===== config.mk =====
export PLATFORM = sky130hd
export DESIGN_NAME = hazard_unit
export DESIGN_NICKNAME = d
export VERILOG_FILES = /design/src/rtl/hazard_pkg.sv /design/src/rtl/hazard_fwd_sel.sv /design/src/rtl/hazard_unit.sv
export SDC_FILE = /design/constraint.sdc
export NUM_CORES = 1
export LEC_CHECK = 0
export CORE_UTILIZATION = 35
export DETAILED_ROUTE_END_ITERATION = 10
export PLACE_DENSITY_LB_ADDON = 0.08
export REMOVE_ABC_BUFFERS = 1
export SLEW_MARGIN = 20
export SYNTH_ARGS = -nofsm -noshare
export SYNTH_HDL_FRONTEND = slang
export SYNTH_HIERARCHICAL = 1
export SYNTH_SLANG_ARGS = --single-unit

===== constraint.sdc =====
create_clock -name clk -period 5.57 [get_ports clk]
set_input_delay 1.114 -clock clk [delete_from_list [all_inputs] [get_ports clk]]
set_output_delay 1.114 -clock clk [all_outputs]
set_load 0.005 [all_outputs]

===== src/rtl/hazard_pkg.sv =====
// Shared types, register constants and helpers for the pipeline hazard controller.
package hazard_pkg;

    localparam int unsigned REG_W = 5;
    localparam int unsigned CNT_W = 16;

    localparam logic [REG_W-1:0] REG_ZERO     = 5'd0;
    localparam logic [REG_W-1:0] REG_SWITCHES = 5'd30;
    localparam logic [REG_W-1:0] REG_PC       = 5'd31;

    typedef enum logic [1:0] {
        FWD_RF = 2'b00,
        FWD_W  = 2'b01,
        FWD_M  = 2'b10
    } fwd_sel_t;

    typedef enum logic {
        RUN      = 1'b0,
        VEC_WAIT = 1'b1
    } hz_state_t;

    // Registers whose value is not produced by the pipeline never forward or stall.
    function automatic logic is_fwdable(input logic [REG_W-1:0] r);
        return !((r == REG_ZERO) || (r == REG_SWITCHES) || (r == REG_PC));
    endfunction

endpackage


===== src/rtl/hazard_fwd_sel.sv =====
// Forwarding select for one EX operand; M stage wins over W stage.
module hazard_fwd_sel
    import hazard_pkg::*;
(
    input  logic [4:0] i_ra_e,
    input  logic [4:0] i_wa_m,
    input  logic [4:0] i_wa_w,
    input  logic       i_we_m,
    input  logic       i_we_w,
    output logic [1:0] o_fwd
);

    logic w_fwdable;

    assign w_fwdable = is_fwdable(i_ra_e);

    always_comb begin
        o_fwd = FWD_RF;
        if (w_fwdable && i_we_m && (i_wa_m == i_ra_e)) begin
            o_fwd = FWD_M;
        end else if (w_fwdable && i_we_w && (i_wa_w == i_ra_e)) begin
            o_fwd = FWD_W;
        end
    end

endmodule


===== src/rtl/hazard_unit.sv =====
// Pipeline hazard controller: EX forwarding, load-use and SIMD-busy stalls, branch flushes.
module hazard_unit
    import hazard_pkg::*;
#(
    parameter int unsigned VEC_TIMEOUT = 64
) (
    input  logic       clk,
    input  logic       rst_n,
    input  logic [4:0] RA1D,
    input  logic [4:0] RA2D,
    input  logic [4:0] RA1E,
    input  logic [4:0] RA2E,
    input  logic [4:0] WA3E,
    input  logic [4:0] WA3M,
    input  logic [4:0] WA3W,
    input  logic       RegWriteE,
    input  logic       RegWriteM,
    input  logic       RegWriteW,
    input  logic       MemtoRegE,
    input  logic       BranchTakenE,
    input  logic       VecIssueE,
    input  logic       VecDone,
    output logic [1:0] ForwardAE,
    output logic [1:0] ForwardBE,
    output logic       StallF,
    output logic       StallD,
    output logic       StallE,
    output logic       FlushD,
    output logic       FlushE,
    output logic       FlushM,
    output logic       Stall,
    output logic       VecTimeout
);

    localparam logic [CNT_W-1:0] CNT_LAST = CNT_W'(VEC_TIMEOUT - 1);

    hz_state_t        r_state;
    hz_state_t        w_state_nxt;
    logic [CNT_W-1:0] r_vec_cnt;
    logic [CNT_W-1:0] w_vec_cnt_nxt;
    logic             r_vec_timeout;
    logic             w_timeout_set;

    logic [1:0] w_fwd_a;
    logic [1:0] w_fwd_b;
    logic       w_ld_stall;
    logic       w_stall_f;
    logic       w_stall_d;
    logic       w_stall_e;
    logic       w_flush_d;
    logic       w_flush_e;
    logic       w_flush_m;

    hazard_fwd_sel u_fwd_a (
        .i_ra_e (RA1E),
        .i_wa_m (WA3M),
        .i_wa_w (WA3W),
        .i_we_m (RegWriteM),
        .i_we_w (RegWriteW),
        .o_fwd  (w_fwd_a)
    );

    hazard_fwd_sel u_fwd_b (
        .i_ra_e (RA2E),
        .i_wa_m (WA3M),
        .i_wa_w (WA3W),
        .i_we_m (RegWriteM),
        .i_we_w (RegWriteW),
        .o_fwd  (w_fwd_b)
    );

    assign w_ld_stall = MemtoRegE && RegWriteE && is_fwdable(WA3E) &&
                        ((WA3E == RA1D) || (WA3E == RA2D));

    always_ff @(posedge clk) begin
        if (!rst_n) begin
            r_state       <= RUN;
            r_vec_cnt     <= '0;
            r_vec_timeout <= 1'b0;
        end else begin
            r_state   <= w_state_nxt;
            r_vec_cnt <= w_vec_cnt_nxt;
            if (w_timeout_set) begin
                r_vec_timeout <= 1'b1;
            end
        end
    end

    always_comb begin
        w_state_nxt   = r_state;
        w_vec_cnt_nxt = r_vec_cnt;
        w_timeout_set = 1'b0;
        w_stall_f     = 1'b0;
        w_stall_d     = 1'b0;
        w_stall_e     = 1'b0;
        w_flush_d     = 1'b0;
        w_flush_e     = 1'b0;
        w_flush_m     = 1'b0;
        case (r_state)
            RUN: begin
                if (BranchTakenE) begin
                    w_flush_d = 1'b1;
                    w_flush_e = 1'b1;
                end else if (w_ld_stall) begin
                    w_stall_f = 1'b1;
                    w_stall_d = 1'b1;
                    w_flush_e = 1'b1;
                end
                // A SIMD op that completes in its issue cycle never needs a wait.
                if (VecIssueE && !BranchTakenE && !VecDone) begin
                    w_state_nxt   = VEC_WAIT;
                    w_vec_cnt_nxt = '0;
                end
            end
            VEC_WAIT: begin
                w_stall_f = 1'b1;
                w_stall_d = 1'b1;
                w_stall_e = 1'b1;
                w_flush_m = 1'b1;
                if (VecDone) begin
                    w_state_nxt = RUN;
                end else if (r_vec_cnt == CNT_LAST) begin
                    w_state_nxt   = RUN;
                    w_timeout_set = 1'b1;
                end else begin
                    w_vec_cnt_nxt = r_vec_cnt + 16'd1;
                end
            end
            default: begin
                w_state_nxt = RUN;
            end
        endcase
    end

    // Outputs are held at zero while reset is asserted.
    assign ForwardAE  = rst_n ? w_fwd_a : FWD_RF;
    assign ForwardBE  = rst_n ? w_fwd_b : FWD_RF;
    assign StallF     = rst_n & w_stall_f;
    assign StallD     = rst_n & w_stall_d;
    assign StallE     = rst_n & w_stall_e;
    assign FlushD     = rst_n & w_flush_d;
    assign FlushE     = rst_n & w_flush_e;
    assign FlushM     = rst_n & w_flush_m;
    assign Stall      = rst_n & w_stall_d;
    assign VecTimeout = rst_n & r_vec_timeout;

endmodule

=== Yosys cells after proc, flatten, opt, wreduce, memory -nomap -nowiden ===
Index checks and enable logic that the tools add are counted.

* Memory bits (writable): 0
* ROM bits: 0
* Output and inout port bits: 12
* Memories kept: 0
* Register bits after elaboration: 18
* Word-level logic and storage cells: 80
* Latch bits: 0
* Input bits: 44

* $mul: 0
* Equal/unequal tests: 16
* Mux-type cells: 25
* Magnitude comparators: 0
* Div/mod/pow operators: 0
* Reduce and logical (&&, ||, !) cells: 29
* $add $sub $neg: 1
* Bitwise operators: 6
* Shift operators: 0

{| class="wikitable"
|+ Operator list
! kind !! count
|-
| $mux 16 || 3
|-
| $pmux 16 s2 || 1
|-
| $eq 5x5->1 || 6
|-
| $eq 5x5->1 const B || 6
|-
| $add 16x1->16 const B || 1
|-
| $eq 16x6->1 const B || 1
|-
| $logic_not 5->1 || 3
|-
| $mux 1 || 15
|-
| $logic_and 1x1->1 || 13
|-
| $mux 2 || 4
|-
| $logic_or 1x1->1 || 7
|-
| $ne 2x2->1 const B || 3
|-
| $and 1x1->1 || 5
|-
| $logic_not 1->1 || 5
|-
| $pmux 1 s2 || 2
|-
| $reduce_and 3->1 || 1
|-
| $not 1->1 || 1
|}

=== Longest topological paths before layout ===
* Depth in word-level cells: 10
* Depth in mapped cells: 7

=== By module ===
Netlist, hierarchy kept.

{| class="wikitable"
|+ By module, submodules not included
! module !! instances !! sequential area each (um2) !! cells each !! area each (um2)
|-
| hazard_unit || 1 || 360.3 || 171 || 1,330.0
|-
| hazard_fwd_sel || 2 || 0.0 || 19 || 143.9
|}

=== Worst setup path before layout ===
No wires, ideal clock.

* Kind: in2out
* Start point: in WA3E[4]
* End point: out StallD
* Cell stages on the path: 5
* Arrival: 2.008 ns
* Slack: 2.448 ns
* Path through: and4_1 a211oi_1 nand3b_1 o21bai_1 buf_4

* Word-level cells in the longest chain between the ends: 10

{| class="wikitable"
|+ Ends and longest elaborated chain
! what !! line !! RTL
|-
| from (decl) || hazard_unit.sv:13 || <nowiki>input logic [4:0] WA3E,</nowiki>
|-
| $eq 5x5->1 or $logic_not 5->1 (tied branches) || hazard_pkg.sv:24 || <nowiki>return !((r == REG_ZERO) || (r == REG_SWITCHES) || (r == REG_PC));</nowiki>
|-
| $logic_or 1x1->1 (2 in a row) || hazard_pkg.sv:24 ||
|-
| $logic_not 1->1 || hazard_pkg.sv:24 ||
|-
| $logic_and 1x1->1 || hazard_unit.sv:72 || <nowiki>assign w_ld_stall = MemtoRegE && RegWriteE && is_fwdable(WA3E) &&</nowiki>
|-
| $logic_and 1x1->1 (*) || hazard_unit.sv:72 ||
|-
| $mux 1 (*) || hazard_unit.sv:104 || <nowiki>end else if (w_ld_stall) begin</nowiki>
|-
| $mux 1 (*) || hazard_unit.sv:101 || <nowiki>if (BranchTakenE) begin</nowiki>
|-
| $pmux 1 s2 (*) || hazard_unit.sv:99 || <nowiki>case (r_state)</nowiki>
|-
| $and 1x1->1 (*) || n/a ||
|-
| to (decl) || hazard_unit.sv:26 || <nowiki>output logic StallD,</nowiki>
|}

Mark *: on every way between the ends. The rest lies on a longest branch, timed or not.

=== Worst setup path after layout ===
* Start point: in RA1E[0]
* End point: out ForwardAE[0]

* Word-level cells in the longest chain between the ends: 9

{| class="wikitable"
|+ Ends and longest elaborated chain
! what !! line !! RTL
|-
| from (decl) || hazard_unit.sv:11 || <nowiki>input logic [4:0] RA1E,</nowiki>
|-
| $eq 5x5->1 or $logic_not 5->1 (tied branches) || hazard_pkg.sv:24 ||
|-
| $logic_or 1x1->1 (2 in a row) || hazard_pkg.sv:24 ||
|-
| $logic_not 1->1 || hazard_pkg.sv:24 ||
|-
| $logic_and 1x1->1 (2 in a row) || hazard_fwd_sel.sv:21 || <nowiki>end else if (w_fwdable && i_we_w && (i_wa_w == i_ra_e)) begin</nowiki>
|-
| $mux 1 || hazard_fwd_sel.sv:21 ||
|-
| $mux 2 (*) || hazard_fwd_sel.sv:19 || <nowiki>if (w_fwdable && i_we_m && (i_wa_m == i_ra_e)) begin</nowiki>
|-
| via w_fwd_a[0] || hazard_unit.sv:44 || <nowiki>logic [1:0] w_fwd_a;</nowiki>
|-
| $mux 2 (*) || hazard_unit.sv:136 || <nowiki>assign ForwardAE = rst_n ? w_fwd_a : FWD_RF;</nowiki>
|-
| to (decl) || hazard_unit.sv:23 || <nowiki>output logic [1:0] ForwardAE,</nowiki>
|}

Mark *: on every way through the listed nets, which the timed path passes. The rest lies on a longest branch.

==> flow_metrics.tcl <==
set metrics [dict create \
    status "complete, no violations" \
    cts_root_buf "clkbuf_8" \
    finalNetCount 300 \
    clk-insertion-delay-late_ns 0.26 \
    hpwlAfterDp_mm 3.33 \
    critPathBufInv 2 \
    synth-seq-cells 18 \
    grt_pass1_vias 1581 \
    crit_family "buffers and inverters" \
    die_x_um 70.0 \
    start_kind "primary input" \
    layout_min_cycle_time_ns 4.22 \
    power_uw 323 \
    io_buffers 55 \
    cp_common_cell "clkdlybuf4s50_1" \
    yosys_warnings 6 \
    drc 0 \
    grt_pass1_wl_mm 7.44 \
    drive_gt1_share_pct 5.12 \
    die_area_um2 4900 \
    cts_resized 0 \
    h-tree-depth 1 \
    clk_pin_slew_worst_paths_ns 0.07 \
    arrival_ns 3.10 \
    n_antenna_cell 0 \
    async_flop_share_pct 0 \
    grt_max_degree 21 \
    routed_wl_mm 4.52 \
    synth_cells 209 \
    synth_area_leaders "dfxtp_1 (22%), xor2_1 (14%), nand2_1 (3.5%)" \
    instances_no_fill 306 \
    vias 1737 \
    place_congestion 0.801 \
    start_util_pct 36.9 \
    max-cap-violations 0 \
    cp_slowest_cell "clkdlybuf4s50_1" \
    critPathKind "in2out" \
    leakage_nw 0.719 \
    place_area_um2 2170 \
    min_path_type "reg2reg" \
    fmax_mhz 237 \
    synthMostInstantiatedCell "xor2_1" \
    synth-edff-count 0 \
    postLayoutCellArea_um2 2220 \
    peakVddDrop_mv 0.129 \
    dr.pass1.iters 4 \
    drt_iter0_markers 84 \
    synth_ff_type "dfxtp_1" \
    area_growth_pct 37.3 \
    required_ns 4.46 \
    cts.sinks 18 \
    ys_seq_area_share_pct 22.3 \
    crit_chain "clkdlybuf4s50_1, xor2_1, nor4_1, nand3_1, nor3b_1, and2_1, clkdlybuf4s50_1" \
    ios 56 \
    grt_usage_pct 18.4 \
    fin_crit_sh_pct 75.7 \
    antenna_found_initial 0 \
    finClkSkew_ns 0.00315 \
    rsz0062_at_grt "no" \
    cpPeakStageDelay_ns 0.50 \
    synth_common_cells "xor2_1 (26), dfxtp_1 (18), nand2_1 (15), nor2_1 (12), nand3_1 (11)" \
    tns_ns 0 \
    drv_slew 0 \
    cts_hold_buffers 0 \
    final_antenna_net_count 0 \
    synth_area_um2 1620 \
    yosys.area.top_type_share_pct 22.3 \
    tightest_slew_ns 0.654 \
    place_inst 302 \
    cts_tree "yes" \
    setup_viol 0 \
    grt_overflow 0 \
    rows 24 \
    routedWlPerCell_um 14.8 \
    synth_top_area_cell "dfxtp_1" \
    viasPerCell 5.68 \
    timing.final.hold_violations 0 \
    die_y_um 70.0 \
    post-cts-setup-buffer-count 0 \
    end_kind "output pin" \
    synth.avg_cell_area_um2 7.74 \
    clk_path_buf_depth 2 \
    powerDensity_nw_per_um2 145 \
    relSlewSlack_pct 56.3 \
    cp_max_fo 3 \
    ys_types 47 \
    core_um2 4380 \
    cts_buffers 3 \
]
## cell families (layout without fill, tap and decap cells)
kind of cell / after synthesis / after routing / synth area share [%]
buffers and inverters: 19 / 64 / 5.80
and+or+nand+nor: 96 / 96 / 34.7
adders and majority gates: 1 / 1 / 0.773
AOI/OAI and AO/OA: 45 / 45 / 20.2
xor gates and xnor gates: 30 / 30 / 16.2
DFF: 18 / 18 / 22.3
## cell type report
type | instances | area, um^2
sequential | 18 | 360
timing repair buffer | 57 | 566
multi-input combinational | 172 | 1160
clock buffer | 4 | 55.1
fill | 436 | 2160
inverter | 3 | 11.3
tap | 52 | 65.1
## worst paths after layout
kind | startpoint | to | slack, ns | cells past startpoint
worst min register to register | r_vec_timeout$_SDFFE_PN0P_ | r_vec_timeout$_SDFFE_PN0P_ | 0.46 | 1
worst max-delay path | RA1E[0] | ForwardAE[0] | 1.35 | 7
worst min-delay path | r_vec_timeout$_SDFFE_PN0P_ | r_vec_timeout$_SDFFE_PN0P_ | 0.46 | 1
worst max register to register | r_state$_SDFF_PN0_ | r_vec_cnt[10]$_SDFFE_PN0P_ | 3.37 | 4
## state kept, by name, summed over array words and instances, names as in the netlist
signal         count
r_vec_timeout      1
r_state            1
r_vec_cnt         16
## stage by stage
step                hold WS [ns]  worst slack (ns)  utilization, %
detailed placement         0.452              1.32            49.4
finish                     0.465              1.35            50.7
global placement           0.444              1.31            49.4
floorplan                  0.432              2.47               -
global route               0.496              1.24            50.7
CTS                        0.469              1.32            50.7
## cells in the final DEF (no fill, tap or decap), drive strengths merged, types with 3 or more instances in the layout
cell,netlist,final
clkdlybuf4s50,0,55
a31oi,3,3
nor3,7,7
o21ai,9,9
xnor2,4,4
nor3b,4,4
inv,3,3
nand2,16,16
or3,3,3
and2,7,7
nand4,8,8
nor4,8,8
a21oi,6,6
nand3,11,11
or4,6,6
dfxtp,18,18
nor2,12,12
clkbuf,8,4
o41ai,3,3
o21bai,3,3
nand2b,4,4
a311oi,4,4
a211oi,4,4
xor2,26,26
## power breakdown
group / switching, mW / total (mW) / leakage, nW / internal [mW]
sequential: 0.00166 / 0.131 / 0.145 / 0.129
clock: 0.0492 / 0.112 / 0.0288 / 0.0630
combinational: 0.0330 / 0.0802 / 0.545 / 0.0472
total: 0.0838 / 0.323 / 0.719 / 0.239
## worst register-to-register path, stage by stage, from the launching register on
cell	delay [ns]
dfxtp_1	0.74
and4b_1	0.33
and4_1	0.52
nor2_1	0.24
a311oi_1	0.29
## per-layer routing
metal  up-vias  GRT usage [%]  part of all wire, %
met5         -              0                    0
met4         0           3.56                 0.84
met3         8           4.18                  7.0
met2        73           29.2                   43
met1       774           25.5                   49
li1        882              -                    -
Note: power is estimated with default switching activity, not from simulation.
